`src/rtl/sparse_pair_issuer_if.sv`:
```
// rtl/sparse_pair_issuer_if.sv - compressed operand pair in, aligned dp_unit beats out
interface sparse_pair_issuer_if #(
  parameter int DW_DATA = 8,
  parameter int VEC_LEN = 16
);
  logic                       in_vld;
  logic                       in_rdy;
  logic [VEC_LEN-1:0]         in_bmp_a;
  logic [VEC_LEN-1:0]         in_bmp_b;
  logic [VEC_LEN*DW_DATA-1:0] in_val_a;
  logic [VEC_LEN*DW_DATA-1:0] in_val_b;
  logic                       stall;
  logic [DW_DATA-1:0]         out_a;
  logic [DW_DATA-1:0]         out_b;
  logic [1:0]                 out_valid;
  logic                       out_last;
  logic                       busy;

  modport master (
    output in_vld, in_bmp_a, in_bmp_b, in_val_a, in_val_b, stall,
    input  in_rdy, out_a, out_b, out_valid, out_last, busy
  );

  modport slave (
    input  in_vld, in_bmp_a, in_bmp_b, in_val_a, in_val_b, stall,
    output in_rdy, out_a, out_b, out_valid, out_last, busy
  );
endinterface

```
`src/rtl/sparse_pair_issuer.sv`:
```
// rtl/sparse_pair_issuer.sv - walks a sparse bitmap pair and issues aligned (a, b, valid) beats
// Define SPARSE_PAIR_ISSUER_INTERSECT_ONLY_EN to issue only positions where both operands are nonzero.
module sparse_pair_issuer #(
  parameter int DW_DATA = 8,
  parameter int VEC_LEN = 16,
  parameter int IDX_W   = $clog2(VEC_LEN)
) (
  input  logic                clk,
  input  logic                reset_n,
  sparse_pair_issuer_if.slave bus
);
  localparam int PTR_W = IDX_W + 1;

  typedef enum logic {S_IDLE, S_ISSUE} state_t;

  state_t                     state_q, state_d;
  logic [VEC_LEN-1:0]         bmp_a_q, bmp_a_d, bmp_b_q, bmp_b_d, rem_q, rem_d;
  logic [VEC_LEN*DW_DATA-1:0] val_a_q, val_a_d, val_b_q, val_b_d;
  logic                       in_rdy_q, in_rdy_d, busy_q, busy_d, out_last_q, out_last_d;
  logic [1:0]                 out_valid_q, out_valid_d;
  logic [DW_DATA-1:0]         out_a_q, out_a_d, out_b_q, out_b_d;

  logic [IDX_W-1:0]           idx;
  logic [PTR_W-1:0]           ptr_a, ptr_b;
  logic [VEC_LEN-1:0]         rem_next;
  logic                       hit_a, hit_b;

`ifdef SPARSE_PAIR_ISSUER_INTERSECT_ONLY_EN
  // Skipped single-sided positions still consume slots, so derive pointers from the bitmap.
  function automatic logic [PTR_W-1:0] count_below(input logic [VEC_LEN-1:0] bmp,
                                                   input logic [IDX_W-1:0]   pos);
    logic [PTR_W-1:0] n;
    n = '0;
    for (int k = 0; k < VEC_LEN; k++)
      if (k < int'(pos) && bmp[k]) n = n + PTR_W'(1);
    return n;
  endfunction
`else
  logic [PTR_W-1:0]           pa_q, pa_d, pb_q, pb_d;
`endif

  always_comb begin
    state_d     = state_q;
    bmp_a_d     = bmp_a_q;
    bmp_b_d     = bmp_b_q;
    val_a_d     = val_a_q;
    val_b_d     = val_b_q;
    rem_d       = rem_q;
    in_rdy_d    = in_rdy_q;
    busy_d      = busy_q;
    out_valid_d = out_valid_q;
    out_a_d     = out_a_q;
    out_b_d     = out_b_q;
    out_last_d  = out_last_q;
`ifndef SPARSE_PAIR_ISSUER_INTERSECT_ONLY_EN
    pa_d        = pa_q;
    pb_d        = pb_q;
`endif

    idx = '0;
    for (int k = VEC_LEN - 1; k >= 0; k--)
      if (rem_q[k]) idx = IDX_W'(k);
    rem_next = rem_q & ~(VEC_LEN'(1) << idx);
    // An empty walk must not pick up bitmap bit 0 as a hit.
    hit_a    = bmp_a_q[idx] & (|rem_q);
    hit_b    = bmp_b_q[idx] & (|rem_q);

`ifdef SPARSE_PAIR_ISSUER_INTERSECT_ONLY_EN
    ptr_a = count_below(bmp_a_q, idx);
    ptr_b = count_below(bmp_b_q, idx);
`else
    ptr_a = pa_q;
    ptr_b = pb_q;
`endif

    case (state_q)
      S_IDLE: begin
        if (!bus.stall) begin
          out_valid_d = 2'b00;
          out_a_d     = '0;
          out_b_d     = '0;
          out_last_d  = 1'b0;
        end
        if (bus.in_vld && in_rdy_q) begin
          bmp_a_d  = bus.in_bmp_a;
          bmp_b_d  = bus.in_bmp_b;
          val_a_d  = bus.in_val_a;
          val_b_d  = bus.in_val_b;
`ifdef SPARSE_PAIR_ISSUER_INTERSECT_ONLY_EN
          rem_d    = bus.in_bmp_a & bus.in_bmp_b;
`else
          rem_d    = bus.in_bmp_a | bus.in_bmp_b;
          pa_d     = '0;
          pb_d     = '0;
`endif
          state_d  = S_ISSUE;
          in_rdy_d = 1'b0;
          busy_d   = 1'b1;
        end else begin
          in_rdy_d = 1'b1;
        end
      end
      default: begin
        if (!bus.stall) begin
          out_valid_d = {hit_a, hit_b};
          out_a_d     = hit_a ? val_a_q[ptr_a*DW_DATA +: DW_DATA] : '0;
          out_b_d     = hit_b ? val_b_q[ptr_b*DW_DATA +: DW_DATA] : '0;
          out_last_d  = (rem_next == '0);
          rem_d       = rem_next;
`ifndef SPARSE_PAIR_ISSUER_INTERSECT_ONLY_EN
          pa_d        = pa_q + PTR_W'(hit_a);
          pb_d        = pb_q + PTR_W'(hit_b);
`endif
          if (rem_next == '0) begin
            state_d  = S_IDLE;
            in_rdy_d = 1'b1;
            busy_d   = 1'b0;
          end
        end
      end
    endcase
  end

  always_ff @(posedge clk or negedge reset_n) begin
    if (!reset_n) begin
      state_q     <= S_IDLE;
      bmp_a_q     <= '0;
      bmp_b_q     <= '0;
      val_a_q     <= '0;
      val_b_q     <= '0;
      rem_q       <= '0;
      in_rdy_q    <= 1'b0;
      busy_q      <= 1'b0;
      out_valid_q <= 2'b00;
      out_a_q     <= '0;
      out_b_q     <= '0;
      out_last_q  <= 1'b0;
`ifndef SPARSE_PAIR_ISSUER_INTERSECT_ONLY_EN
      pa_q        <= '0;
      pb_q        <= '0;
`endif
    end else begin
      state_q     <= state_d;
      bmp_a_q     <= bmp_a_d;
      bmp_b_q     <= bmp_b_d;
      val_a_q     <= val_a_d;
      val_b_q     <= val_b_d;
      rem_q       <= rem_d;
      in_rdy_q    <= in_rdy_d;
      busy_q      <= busy_d;
      out_valid_q <= out_valid_d;
      out_a_q     <= out_a_d;
      out_b_q     <= out_b_d;
      out_last_q  <= out_last_d;
`ifndef SPARSE_PAIR_ISSUER_INTERSECT_ONLY_EN
      pa_q        <= pa_d;
      pb_q        <= pb_d;
`endif
    end
  end

  assign bus.in_rdy    = in_rdy_q;
  assign bus.busy      = busy_q;
  assign bus.out_valid = out_valid_q;
  assign bus.out_a     = out_a_q;
  assign bus.out_b     = out_b_q;
  assign bus.out_last  = out_last_q;
endmodule
```
`src/flat_wrapper.sv`:
```
// flat-port wrapper written by rule: the top's interface ports become plain ports
module sparse_pair_issuer_flat 
#(
  parameter int DW_DATA = 8,
  parameter int VEC_LEN = 16,
  parameter int IDX_W   = $clog2(VEC_LEN)
)
  (clk, reset_n, bus_in_vld, bus_in_bmp_a, bus_in_bmp_b, bus_in_val_a, bus_in_val_b, bus_stall, bus_in_rdy, bus_out_a, bus_out_b, bus_out_valid, bus_out_last, bus_busy);
  sparse_pair_issuer_if #(.DW_DATA(DW_DATA), .VEC_LEN(VEC_LEN)) bus_i ();
  input  logic clk;
  input  logic reset_n;
  input wire logic [$bits(bus_i.in_vld)-1:0] bus_in_vld;
  input wire logic [$bits(bus_i.in_bmp_a)-1:0] bus_in_bmp_a;
  input wire logic [$bits(bus_i.in_bmp_b)-1:0] bus_in_bmp_b;
  input wire logic [$bits(bus_i.in_val_a)-1:0] bus_in_val_a;
  input wire logic [$bits(bus_i.in_val_b)-1:0] bus_in_val_b;
  input wire logic [$bits(bus_i.stall)-1:0] bus_stall;
  output wire logic [$bits(bus_i.in_rdy)-1:0] bus_in_rdy;
  output wire logic [$bits(bus_i.out_a)-1:0] bus_out_a;
  output wire logic [$bits(bus_i.out_b)-1:0] bus_out_b;
  output wire logic [$bits(bus_i.out_valid)-1:0] bus_out_valid;
  output wire logic [$bits(bus_i.out_last)-1:0] bus_out_last;
  output wire logic [$bits(bus_i.busy)-1:0] bus_busy;
  assign bus_i.in_vld = bus_in_vld;
  assign bus_i.in_bmp_a = bus_in_bmp_a;
  assign bus_i.in_bmp_b = bus_in_bmp_b;
  assign bus_i.in_val_a = bus_in_val_a;
  assign bus_i.in_val_b = bus_in_val_b;
  assign bus_i.stall = bus_stall;
  assign bus_in_rdy = bus_i.in_rdy;
  assign bus_out_a = bus_i.out_a;
  assign bus_out_b = bus_i.out_b;
  assign bus_out_valid = bus_i.out_valid;
  assign bus_out_last = bus_i.out_last;
  assign bus_busy = bus_i.busy;
  sparse_pair_issuer #(.DW_DATA(DW_DATA), .VEC_LEN(VEC_LEN), .IDX_W(IDX_W)) u_core (.clk(clk), .reset_n(reset_n), .bus(bus_i));
endmodule
```
`config.mk`:
```
export PLATFORM = sky130hd
export DESIGN_NAME = sparse_pair_issuer_flat
export DESIGN_NICKNAME = d
export VERILOG_FILES = /design/src/rtl/sparse_pair_issuer_if.sv /design/src/rtl/sparse_pair_issuer.sv /design/src/flat_wrapper.sv
export SDC_FILE = /design/constraint.sdc
export NUM_CORES = 1
export LEC_CHECK = 0
export ABC_AREA = 1
export BUFFER_PORTS_ARGS = -buffer_cell sky130_fd_sc_hd__buf_2
export CAP_MARGIN = 20
export CORE_ASPECT_RATIO = 0.7
export CORE_UTILIZATION = 40
export CTS_BUF_LIST = sky130_fd_sc_hd__clkbuf_4 sky130_fd_sc_hd__clkbuf_8
export DETAILED_ROUTE_END_ITERATION = 10
export GPL_ROUTABILITY_DRIVEN = 0
export PLACE_DENSITY = 0.7
export SKIP_LAST_GASP = 1
export SYNTH_ARGS = -nofsm -noshare
export SYNTH_HDL_FRONTEND = slang
export SYNTH_SLANG_ARGS = --single-unit
```
`constraint.sdc`:
```
create_clock -name clk -period 3.3 [get_ports clk]
set_input_delay 0.165 -clock clk [delete_from_list [all_inputs] [get_ports clk]]
set_output_delay 0.165 -clock clk [all_outputs]
set_load 0.02 [all_outputs]
```
==> summary.txt <==
Global route
  – All-Layer GR Usage: 0.270
  – First-pass GRT wire length: between 80 and 90 mm
  – Number of global-route vias before repair: approximately 16,000
  – Largest net degree at the start of global routing: 258
  – Overflow after GRT: 0
  – Initial antenna violation count: 4

Setup path
  – CP max FO: 9
  – CP Launch Type: flop
  – CP Cell Sequence: inv_1, nand2_1, nor3_1, inv_1, nand2_1, a21oi_2, inv_1, o21ai_0, nor2_1, nand3_1, nand3_1, nand2_2, nor2_4, ha_2, ha_1, nand2_1, nor2_2, nand2_2, o21ai_2, a21oi_1
  – Critical path class: flop to flop
  – Reg2reg path depth: 20
  – CP endpoint kind: flop
  – Critical path's slowest cell: dfrtp_1
  – R2r endpoint: u_core.pa_q[4]$_DFFE_PN0P_
  – Max incr delay on CP: between 0.4 and 0.5 ns
  – Worst path bufs/invs: 3
  – RR Startpoint: u_core.rem_q[15]$_DFFE_PN0P_
  – Worst Path Arrival: around 3.5 ns
  – CP required: ~3.8 ns
  – Delay-heaviest family, CP: simple AND/OR/NAND/NOR gates
  – R2R setup slack: ~0.27 ns

Clock tree
  – Clock Pin Slew Worst Setup and Hold Paths: about 0.060 ns
  – Htree depth: 2
  – Sinks on Clock Net: 336
  – Worst skew pair latency: roughly 0.6 ns
  – Total CTS buffers: 53
  – Clk root buf: clkbuf_8
  – TritonCTS clock tree: done
  – Clock buffer depth: 3

Drt
  – Post-Route WL: around 55 mm
  – Drt pass-1 iters: 10
  – Routed met3 length: roughly 4.6 mm
  – Metal2 WL: 24.1 mm
  – WL/cell: approximately 17 um
  – DRT met1 WL: between 20 and 25 mm
  – Vias after detailed routing: approximately 16,000
  – DR top layer: met4
  – Drt initial violations: roughly 1,700
  – Via-to-Cell Ratio: around 5.2
  – Drt drc: 0
  – Detail Route Antenna Nets: 0

Power and ir drop
  – Comb pwr share: 0.425
  – Worst vdd ir: 369 uV
  – PwrDens: ~900 nW/um^2
  – Switch share: 0.426
  – Leak Pwr: 11.2 nW
  – Power Internal: between 0.01 and 0.015 W
  – Clk pwr share: 0.190
  – Flop pwr share: 0.385
  – NetSw: just over 0.008 W

Synth
  – Post-synth EDFFs: 0
  – Syn_area_per_cell: roughly 7.7 sq um
  – Top-count cell post-synth: nand2_1
  – Most used DFF post-synth: dfrtp_1
  – #FFs+latches synth: 336
  – Post-synth ARST share: 1.00
  – Top post-synthesis cells by count: nand2_1, dfrtp_1, o21ai_0, inv_1, clkbuf_1
  – Synth top area cells: dfrtp_1, nand2_1, o21ai_0
  – Cell taking the most area after synthesis: dfrtp_1
  – Syn nets: approximately 2,300
  – Share of Yosys cell area claimed by the top area cell type: 0.533
  – Cell Area, Synth: 15,800 sq um
  – Seq/Total Area, Yosys: 0.533
  – Synth cell types: 31
  – Synth Instances: just over 2,000
  – Yosys warns: 0

STA
  – Slew Limit Fails: 0
  – Final Hold Fails: 0
  – Rel. slew slack: 0.236
  – Setup violators final: 0
  – Worst-case clock skew: slightly above 0.02 ns
  – Setup TNS after final layout: 0 ns
  – Slew @ Worst Pin: about 1.1 ns
  – Min Tclk post-route: between 3 and 4 ns
  – Hold_ws: ~0.062 ns
  – Max Freq: between 0.3 and 0.4 GHz
  – Period utilisation layout: 0.917

Hold path
  – Worst hold endpoint: u_core.bus.out_a[2]$_DFFE_PN0N_
  – Hold path depth: 4
  – Min-delay src: bus_stall
  – Class of the worst hold path: input pin to flop

Placed design
  – Port bufs: about 310
  – DP Wirelength: roughly 34 mm
  – Inst Count DP: between 2,000 and 3,000
  – Post-Place Cell Area: 17,800 sq um

Floorplan
  – Die ar.: roughly 40,000 sq um
  – I/O pin count: around 310
  – Die height: 168 um
  – Std cell rows: 60
  – Die Wd: about 240 um
  – Core area: approximately 39,000 sq um
  – Initial Util: 0.408

Final layout
  – Post-route design area: around 22,000 sq um
  – Final core utilization: 0.568
  – Share of cells above drive strength 1: 0.179
  – Final nets: between 2,000 and 3,000
  – Non-Filler Instances: ~3,200
  – # fillers: about 3,300
  – P&R area growth vs syn: 39.1%

Status
  – Outcome: finished clean

Flow run
  – Max Cap Viol: 0
repair_timing:
action | CTS | global route
resized for setup | 0 | 18
setup buffers | 0 | 9
endpoints found under the setup margin | 0 | 5
endpoints found under the hold margin | 388 | 0
hold buffers | 290 | 0
logic make-up after synthesis:
family	share of synthesized area
AOI/OAI and AO/OA	0.132
adders and majority gates	0.00317
DFF	0.533
buffers and inverters	0.0604
and+or+nand+nor	0.272
final cells by class:
type | count | area, sq um | share of cell area
tap | 527 | 659 | 0.0300
clock inverter | 9 | 48.8 | 0.00222
sequential | 336 | 8410 | 0.383
inverter | 126 | 482 | 0.0219
antenna | 4 | 10.0 | 0.000456
timing repair buffer | 638 | 4840 | 0.221
multi-input combinational | 1465 | 6470 | 0.295
clock buffer | 85 | 1020 | 0.0465
flip-flops by register name, indices dropped and copies added (netlist names):
name                  cells
u_core.bmp_a_q           16
u_core.bmp_b_q           16
u_core.bus.busy           1
u_core.bus.in_rdy         1
u_core.bus.out_a          8
u_core.bus.out_b          8
u_core.bus.out_last       1
u_core.bus.out_valid      2
u_core.pa_q               5
u_core.pb_q               5
u_core.rem_q             16
u_core.state_q            1
u_core.val_a_q          128
u_core.val_b_q          128
power by group through the flow:
stage               clock [W]  sequential [W]  combinational (W)
floorplan                   0         0.00688            0.00527
global placement            0         0.00732            0.00716
detailed placement          0         0.00736            0.00739
CTS                   0.00372         0.00733            0.00769
global route          0.00389         0.00759            0.00916
finish                0.00364         0.00738            0.00816
tightest hold or removal path, stage by stage:
cell	delay [ns]
buf_2	0.12
buf_4	0.21
nand2_1	0.08
nand2_1	0.04
how the worst max path moves through the flow:
stage                                      start  cells past startpoint  slack, ns                          to
global route        u_core.rem_q[15]$_DFFE_PN0P_                     20      -0.03  u_core.pa_q[4]$_DFFE_PN0P_
floorplan           u_core.rem_q[14]$_DFFE_PN0P_                     30       0.64  u_core.pb_q[4]$_DFFE_PN0P_
detailed placement  u_core.rem_q[14]$_DFFE_PN0P_                     28       0.06  u_core.pb_q[4]$_DFFE_PN0P_
global placement    u_core.rem_q[15]$_DFFE_PN0P_                     23       0.27  u_core.pb_q[4]$_DFFE_PN0P_
CTS                 u_core.rem_q[14]$_DFFE_PN0P_                     28       0.07  u_core.pb_q[4]$_DFFE_PN0P_
finish              u_core.rem_q[15]$_DFFE_PN0P_                     20       0.27  u_core.pa_q[4]$_DFFE_PN0P_
per-layer routing:
metal,track usage,vias up
met5,0,-
met4,0.101,0
met3,0.0582,156
met2,0.411,838
met1,0.378,7742
li1,-,7715
stage by stage:
step,setup WS [ns],total power [W]
2_1_floorplan,0.640,0.0121
3_3_place_gp,0.275,0.0145
3_5_place_dp,0.0630,0.0148
4_1_cts,0.0672,0.0187
5_1_grt,-0.0251,0.0206
6_report,0.273,0.0192
placed cells by master (no fill, tap or decap), types with 16 or more instances in the layout:
| cell | Yosys | final |
|---|---|---|
| o211ai_1 | 33 | 33 |
| inv_1 | 121 | 118 |
| o21ai_0 | 229 | 227 |
| buf_4 | 1 | 28 |
| dlygate4sd3_1 | 0 | 290 |
| dfrtp_1 | 336 | 332 |
| clkbuf_8 | 0 | 61 |
| nor2_1 | 109 | 106 |
| nand3_1 | 66 | 66 |
| clkbuf_4 | 0 | 24 |
| a21oi_1 | 55 | 53 |
| a31oi_1 | 16 | 16 |
| nand2_1 | 881 | 878 |
| buf_2 | 2 | 311 |
(Power assumes the default switching activity.)
